[config.mk]
export PLATFORM = sky130hd
export DESIGN_NAME = pe_fff_banked
export DESIGN_NICKNAME = d
export VERILOG_FILES = /design/src/rtl/pe_fff_pkg.sv /design/src/rtl/pe_fff_banked_fma.sv /design/src/rtl/pe_fff_banked.sv
export SDC_FILE = /design/constraint.sdc
export NUM_CORES = 1
export LEC_CHECK = 0
export CAP_MARGIN = 20
export CORE_AREA = 4 4 194 196
export CTS_CLUSTER_SIZE = 40
export DETAILED_ROUTE_END_ITERATION = 10
export DIE_AREA = 0 0 198 200
export PLACE_DENSITY = 0.48
export RECOVER_POWER = 100
export SYNTH_ARGS = -nofsm -noshare
export SYNTH_HDL_FRONTEND = slang
export SYNTH_SLANG_ARGS = --single-unit
[constraint.sdc]
create_clock -name clock -period 23.6 [get_ports clock]
set_input_delay 4.72 -clock clock [delete_from_list [all_inputs] [get_ports clock]]
set_output_delay 4.72 -clock clock [all_outputs]
set_load 0.03 [all_outputs]
[src/rtl/pe_fff_pkg.sv]
// pe_fff_pkg: shared constants and helpers for the banked float PE.
`default_nettype none

package pe_fff_pkg;

    localparam int NUM_BANKS_MIN = 2;
    localparam int NUM_BANKS_MAX = 8;

    // Width of a bank index; never below one bit so the pointer is a real vector.
    function automatic int bankIdxWidth(input int num_banks);
        return (num_banks <= 2) ? 1 : $clog2(num_banks);
    endfunction

endpackage

`default_nettype wire

[src/rtl/pe_fff_banked_fma.sv]
// FloatMultiplyAddWithFloat: combinational a*b + accIn on sign/exponent/fraction words.
// Zero exponent encodes zero (denormals flush), results truncate toward zero.
`default_nettype none

module FloatMultiplyAddWithFloat #(
    parameter int EXP_IN_A           = 3,
    parameter int FRAC_IN_A          = 2,
    parameter int EXP_IN_B           = 3,
    parameter int FRAC_IN_B          = 2,
    parameter int TRAILING_BITS      = 2,
    parameter int EXP_OUT            = 5,
    parameter int FRAC_OUT           = 8,
    parameter int OVERFLOW_DETECTION = 0
) (
    input  logic                        clock,
    input  logic                        reset,
    input  logic [EXP_IN_A+FRAC_IN_A:0] a,
    input  logic [EXP_IN_B+FRAC_IN_B:0] b,
    input  logic [EXP_OUT+FRAC_OUT:0]   accIn,
    output logic [EXP_OUT+FRAC_OUT:0]   accOut
);

    localparam int PW       = FRAC_IN_A + FRAC_IN_B + 2;
    localparam int NW       = ((PW > FRAC_OUT + 1) ? PW : FRAC_OUT + 1) + TRAILING_BITS;
    localparam int BIAS_A   = (1 << (EXP_IN_A - 1)) - 1;
    localparam int BIAS_B   = (1 << (EXP_IN_B - 1)) - 1;
    localparam int BIAS_OUT = (1 << (EXP_OUT - 1)) - 1;
    localparam int EXP_MAX  = (1 << EXP_OUT) - 1;
    localparam int ZERO_EXP = -100000;

    // Purely combinational; the clock/reset pins exist for drop-in compatibility.
    logic unused_ok;
    assign unused_ok = clock ^ reset;

    logic [PW-1:0] prod;
    logic [NW-1:0] p_man;
    logic [NW-1:0] c_man;
    logic [NW-1:0] big_man;
    logic [NW-1:0] small_man;
    logic [NW-1:0] small_sh;
    logic [NW:0]   sum;
    logic [NW:0]   norm;
    logic          p_sign;
    logic          big_sign;
    logic          small_sign;
    int            p_exp;
    int            c_exp;
    int            big_exp;
    int            small_exp;
    int            diff;
    int            lead;
    int            res_exp;

    always_comb begin
        prod   = PW'({1'b1, a[FRAC_IN_A-1:0]}) * PW'({1'b1, b[FRAC_IN_B-1:0]});
        p_sign = a[EXP_IN_A+FRAC_IN_A] ^ b[EXP_IN_B+FRAC_IN_B];
        p_exp  = int'(a[FRAC_IN_A +: EXP_IN_A]) + int'(b[FRAC_IN_B +: EXP_IN_B]) - BIAS_A - BIAS_B;
        if (prod[PW-1]) begin
            p_exp = p_exp + 1;
            p_man = NW'(prod) << (NW - PW);
        end else begin
            p_man = NW'(prod) << (NW - PW + 1);
        end
        if (a[FRAC_IN_A +: EXP_IN_A] == '0 || b[FRAC_IN_B +: EXP_IN_B] == '0) begin
            p_man = '0;
            p_exp = ZERO_EXP;
        end

        c_man = NW'({1'b1, accIn[FRAC_OUT-1:0]}) << (NW - FRAC_OUT - 1);
        c_exp = int'(accIn[FRAC_OUT +: EXP_OUT]) - BIAS_OUT;
        if (accIn[FRAC_OUT +: EXP_OUT] == '0) begin
            c_man = '0;
            c_exp = ZERO_EXP;
        end

        // Order by magnitude so an effective subtraction never goes negative.
        if (p_exp > c_exp || (p_exp == c_exp && p_man >= c_man)) begin
            big_man   = p_man;
            big_exp   = p_exp;
            big_sign  = p_sign;
            small_man = c_man;
            small_exp = c_exp;
            small_sign = accIn[EXP_OUT+FRAC_OUT];
        end else begin
            big_man   = c_man;
            big_exp   = c_exp;
            big_sign  = accIn[EXP_OUT+FRAC_OUT];
            small_man = p_man;
            small_exp = p_exp;
            small_sign = p_sign;
        end

        diff     = big_exp - small_exp;
        small_sh = (diff > NW) ? '0 : (small_man >> diff);
        if (big_sign == small_sign) begin
            sum = {1'b0, big_man} + {1'b0, small_sh};
        end else begin
            sum = {1'b0, big_man} - {1'b0, small_sh};
        end

        lead = -1;
        for (int i = 0; i <= NW; i++) begin
            if (sum[i]) begin
                lead = i;
            end
        end

        norm    = '0;
        res_exp = 0;
        accOut  = '0;
        if (lead >= 0) begin
            norm    = sum << (NW - lead);
            res_exp = big_exp + lead - (NW - 1) + BIAS_OUT;
            if (res_exp <= 0) begin
                accOut = '0;
            end else if (res_exp >= EXP_MAX) begin
                if (OVERFLOW_DETECTION != 0) begin
                    accOut = {big_sign, {EXP_OUT{1'b1}}, {FRAC_OUT{1'b0}}};
                end else begin
                    accOut = {big_sign, EXP_OUT'(EXP_MAX - 1), {FRAC_OUT{1'b1}}};
                end
            end else begin
                accOut = {big_sign, EXP_OUT'(res_exp), norm[NW-1 -: FRAC_OUT]};
            end
        end
    end

endmodule

`default_nettype wire

[src/rtl/pe_fff_banked.sv]
// pe_fff_banked: output-stationary float PE with NUM_BANKS accumulators; one bank
// computes while the oldest bank drains over the cIn/cOut chain.
`default_nettype none

module pe_fff_banked
    import pe_fff_pkg::*;
#(
    parameter int EXP_IN_A           = 3,
    parameter int FRAC_IN_A          = 2,
    parameter int EXP_IN_B           = 3,
    parameter int FRAC_IN_B          = 2,
    parameter int TRAILING_BITS      = 2,
    parameter int EXP_OUT            = 5,
    parameter int FRAC_OUT           = 8,
    parameter int OVERFLOW_DETECTION = 0,
    parameter int NUM_BANKS          = 2,
    parameter int ZERO_ON_SWAP       = 1,
    localparam int W_A   = EXP_IN_A + FRAC_IN_A,
    localparam int W_B   = EXP_IN_B + FRAC_IN_B,
    localparam int W_OUT = EXP_OUT + FRAC_OUT,
    localparam int BW    = bankIdxWidth(NUM_BANKS)
) (
    input  logic           clock,
    input  logic           reset,
    input  logic [W_A:0]   aIn,
    input  logic [W_B:0]   bIn,
    output logic [W_A:0]   aOut,
    output logic [W_B:0]   bOut,
    input  logic           enableMul,
    output logic           enableMulOut,
    input  logic           enableShiftOut,
    input  logic [W_OUT:0] cIn,
    output logic [W_OUT:0] cOut,
    input  logic           bankSwap,
    output logic [BW-1:0]  computeBank
);

    localparam logic [BW-1:0] LAST_BANK = BW'(NUM_BANKS - 1);

    if (NUM_BANKS < NUM_BANKS_MIN || NUM_BANKS > NUM_BANKS_MAX) begin : g_bad_num_banks
        $error("pe_fff_banked: NUM_BANKS must be within 2..8");
    end

    function automatic logic [BW-1:0] next_bank(input logic [BW-1:0] idx);
        return (idx == LAST_BANK) ? '0 : idx + BW'(1);
    endfunction

    logic [W_OUT:0] acc_q [NUM_BANKS];
    logic [W_OUT:0] acc_d [NUM_BANKS];
    logic [BW-1:0]  cb_q;
    logic [BW-1:0]  cb_d;
    logic [W_A:0]   a_out_q;
    logic [W_A:0]   a_out_d;
    logic [W_B:0]   b_out_q;
    logic [W_B:0]   b_out_d;
    logic           enable_mul_out_q;
    logic           enable_mul_out_d;
    logic [BW-1:0]  db;
    logic [W_OUT:0] fma_out;

    // The drain bank is always the one right after the compute bank (the oldest).
    assign db = next_bank(cb_q);

    FloatMultiplyAddWithFloat #(
        .EXP_IN_A          (EXP_IN_A),
        .FRAC_IN_A         (FRAC_IN_A),
        .EXP_IN_B          (EXP_IN_B),
        .FRAC_IN_B         (FRAC_IN_B),
        .TRAILING_BITS     (TRAILING_BITS),
        .EXP_OUT           (EXP_OUT),
        .FRAC_OUT          (FRAC_OUT),
        .OVERFLOW_DETECTION(OVERFLOW_DETECTION)
    ) u_fma (
        .clock (clock),
        .reset (reset),
        .a     (aIn),
        .b     (bIn),
        .accIn (acc_q[cb_q]),
        .accOut(fma_out)
    );

    always_comb begin
        acc_d            = acc_q;
        cb_d             = cb_q;
        a_out_d          = a_out_q;
        b_out_d          = b_out_q;
        enable_mul_out_d = enableMul;
        if (enableMul) begin
            acc_d[cb_q] = fma_out;
            a_out_d     = aIn;
            b_out_d     = bIn;
        end
        if (enableShiftOut) begin
            acc_d[db] = cIn;
        end
        // Swap comes last so its clear overrides a same-cycle shift into the old drain bank.
        if (bankSwap) begin
            cb_d = db;
            if (ZERO_ON_SWAP != 0) begin
                acc_d[db] = '0;
            end
        end
    end

    always_ff @(posedge clock) begin
        if (reset) begin
            for (int i = 0; i < NUM_BANKS; i++) begin
                acc_q[i] <= '0;
            end
            cb_q             <= '0;
            a_out_q          <= '0;
            b_out_q          <= '0;
            enable_mul_out_q <= 1'b0;
        end else begin
            acc_q            <= acc_d;
            cb_q             <= cb_d;
            a_out_q          <= a_out_d;
            b_out_q          <= b_out_d;
            enable_mul_out_q <= enable_mul_out_d;
        end
    end

    assign cOut         = acc_q[db];
    assign computeBank  = cb_q;
    assign aOut         = a_out_q;
    assign bOut         = b_out_q;
    assign enableMulOut = enable_mul_out_q;

endmodule

`default_nettype wire

==> flow_summary_export.csv <==
group,metric,value,unit
worst_hold_path,worst_hold_path_type,"flip-flop to flip-flop",
placement,portBuffers,58,
timing,max_slew_margin,32.8,%
routing,wl,39000,um
final_layout,final_nets,1687,
placement,dp_hpwl,30600,um
routing,vias_per_cell,5.88,
routing,postRouteAntennaNets,0,
die,die-width,198,um
yosys,syn-num-nets,1683,
worst_hold_path,hp-start,"bOut[5]",
yosys,synth_compound_area_share,30.5,%
worst_setup_path,r2r_end,"acc_q[7]",
clock_network,path_clk_slew,70,ps
final_layout,antenna_cells,0,
yosys,syn_area_per_cell,6.94,um^2
run_status,status,"finished clean",
yosys,syn_area,0.0107,mm^2
worst_setup_path,cp_slowest_stage_delay,750,ps
yosys,yosysSeqAreaShare,7.86,%
timing,fin_crit_sh,93.5,%
final_layout,fillerInstances,3890,
worst_setup_path,worstPathRequired,23750,ps
yosys,synthCells,1540,
yosys,synth-simple-area-share,26.9,%
timing,skew,11.5,ps
yosys,yosys_warnings,0,
global_routing,grt_pass1_wl,60600,um
final_layout,layout-drive-gt1-share,7.25,%
timing,worst_pin_slew,1010,ps
worst_setup_path,endpoint_kind,"flip-flop",
worst_setup_path,r2r.worst_path.cells,69,
die,die_h,200,um
worst_hold_path,worst_hold_path.endpoint,"bOut[5]",
die,core-area,0.0361,mm^2
global_routing,grt_usage,18.7,%
worst_setup_path,start_kind,"input pin",
global_routing,grt_pass1_vias,10900,
yosys,synth_xor_area_share,4.47,%
yosys,synth_fa_ha_area_share,13.7,%
clock_network,cts.sinks,42,
flow_run,max-cap-violations,0,
yosys,synth-seq-cells,42,
global_routing,antenna_found_initial,0,
global_routing,grt_max_degree,61,
die,start_util,29.6,%
final_layout,mostFrequentLayoutCell,"nor2_1",
routing,vias,11800,
final_layout,synthToLayoutAreaGrowth,11.0,%
worst_setup_path,timing.rr.start,"computeBank",
yosys,synth.area.mux_share,10.2,%
clock_network,worstSkewPairLatency,290,ps
routing,drc,0,
die,design.die.area,0.0396,mm^2
timing,hold_violations,0,
clock_network,cts_buffers,5,
timing,report.final.slew_viol_count,0,
worst_setup_path,crit_type,"input pin to flip-flop",
clock_network,clk_path_buf_depth,2,
clock_network,cts_tree,"built",
clock_network,holdBufCountCts,0,
timing,fin_tns_setup,0,ps
yosys,synth_top_family_by_area,"compound AO/OA/AOI/OAI gates",
worst_hold_path,holdPathStages,2,
routing,firstDrtPassIters,6,
die,io_pins,59,
timing,setup_viol,0,
routing,wl_per_cell,19.4,um
placement,place.gp.congestion,0.942,
yosys,synth.distinct_cells,95,
yosys,synth_edf_count,0,
timing,fmax,45.3,MHz
yosys,async_reset_ff_share,0,%
worst_setup_path,crit_path_top_delay_cell,"or4b_1",
worst_setup_path,cp_data_arrival_time,22220,ps
timing,rsz0062_at_grt,"false",
yosys,ys.flop_type,"dfxtp_1",
clock_network,cts_htree_levels,2,
final_layout,layout_common_cells,"nor2_1 (165), nand2_1 (138), a21oi_1 (130), ha_1 (105), inv_1 (74)",
die,rows,70,
worst_setup_path,critPathMaxFanout,42,
routing,drt_iter0_drc,1246,
clock_network,cts_root_buf,"clkbuf_16",
worst_setup_path,rrSetupSlack,5890,ps
timing,fin_crit,22070,ps
global_routing,grt.overflow.total,0,
-- critical path, delay by kind of cell --
kind | cells | cell delay (ps)
xor+xnor | 1 | 310
mux | 1 | 530
compound gates | 28 | 6150
buf+inv | 5 | 1570
simple gates | 21 | 6320
fa+ha+maj | 7 | 2570
-- how the worst max path moves through the flow --
stage                       from  cells after the start  endpoint
final                     aIn[1]                     63  acc_q[7]
after global routing      aIn[1]                     67  acc_q[3]
after CTS                 aIn[1]                     67  acc_q[7]
after detailed placement  aIn[1]                     62  acc_q[6]
after global placement    aIn[1]                     67  acc_q[6]
after floorplan           aIn[1]                     75  acc_q[7]
-- flip-flops by register name (all words and copies together), names as in the netlist --
name and count:
enableMulOut 1, bOut 6, aOut 6, computeBank 1, acc_q 28
-- kinds of logic (layout without fill, tap and decap cells) --
kind of cell | count (synthesis) | count (layout)
multiplexers | 100 | 100
AND/OR/NAND/NOR | 584 | 584
XOR/XNOR | 53 | 53
adder cells (fa/ha/maj) | 114 | 114
buffers and inverters | 167 | 172
flip-flops | 42 | 42
AO/OA/AOI/OAI | 480 | 480
-- synth_stat cells (all sizes together), types with 5 or more instances --
cell type	instances	area [um^2]
o21ai	75	383
nand2b	23	144
buf	20	125
a2111oi	6	52.6
nand3	57	285
ha	106	1330
or4	7	52.6
clkbuf	66	248
nor4	12	87.6
o21bai	22	165
xnor2	33	289
o22ai	16	100
nor2	166	626
o21a	10	75.1
o221ai	13	114
inv	77	289
a21o	33	248
a2bb2oi	5	43.8
a221oi	12	118
nand4	21	138
a21boi	9	75.1
nor2b	13	81.3
or3	15	98.8
nand2	138	518
or2	11	68.8
and3	22	138
and2	19	119
a21oi	132	668
xor2	19	166
fa	6	120
o2111ai	8	70.1
nand4b	5	43.8
o211ai	15	118
mux2i	63	631
nor3	53	277
a211oi	31	243
o31ai	6	45.0
a31oi	20	146
a2111o	5	56.3
a32oi	5	43.8
a211o	10	87.6
nor3b	6	56.3
mux2	33	372
dfxtp	42	841
a22oi	17	133
-- metrics by stage --
step                instance area, um^2  worst slack [ps]  util, %  cells  hold WS [ps]
global route                      11900              42.8     32.9   2013           512
finish                            11900              1530     32.9   2013           488
global placement                  11600               918     32.2   1997           474
floorplan                         10700              2420        -   1540           543
detailed placement                11600               408     32.2   1997           487
CTS                               11800               671     32.7   2005           501
-- area by class of cell --
type / count / area (um^2) / area share (%)
tap: 468 / 586 / 4.93
inverter: 81 / 309 / 2.60
timing repair buffer: 83 / 762 / 6.42
sequential: 42 / 842 / 7.09
multi-input combinational: 1331 / 9210 / 77.6
clock inverter: 2 / 37.5 / 0.316
clock buffer: 6 / 129 / 1.09
-- repair_timing --
| action | 4_1_cts | 5_1_grt |
|---|---|---|
| setup buffers | 0 | 7 |
| resized for setup | 0 | 10 |
| setup endpoints to repair | 0 | 28 |
-- metal layers --
metal	wire [um]	share of wire, %	vias up	global-route usage, %
met5	0	0	-	0
met4	1310	3.4	0	5.92
met3	1970	5.1	83	1.11
met2	17600	45	429	31.4
met1	18100	46	5589	25.8
li1	-	-	5741	-
Power is left out: the tool's default activity adds up to more than one toggle a clock period on the data nets, which glitch-free logic cannot reach.
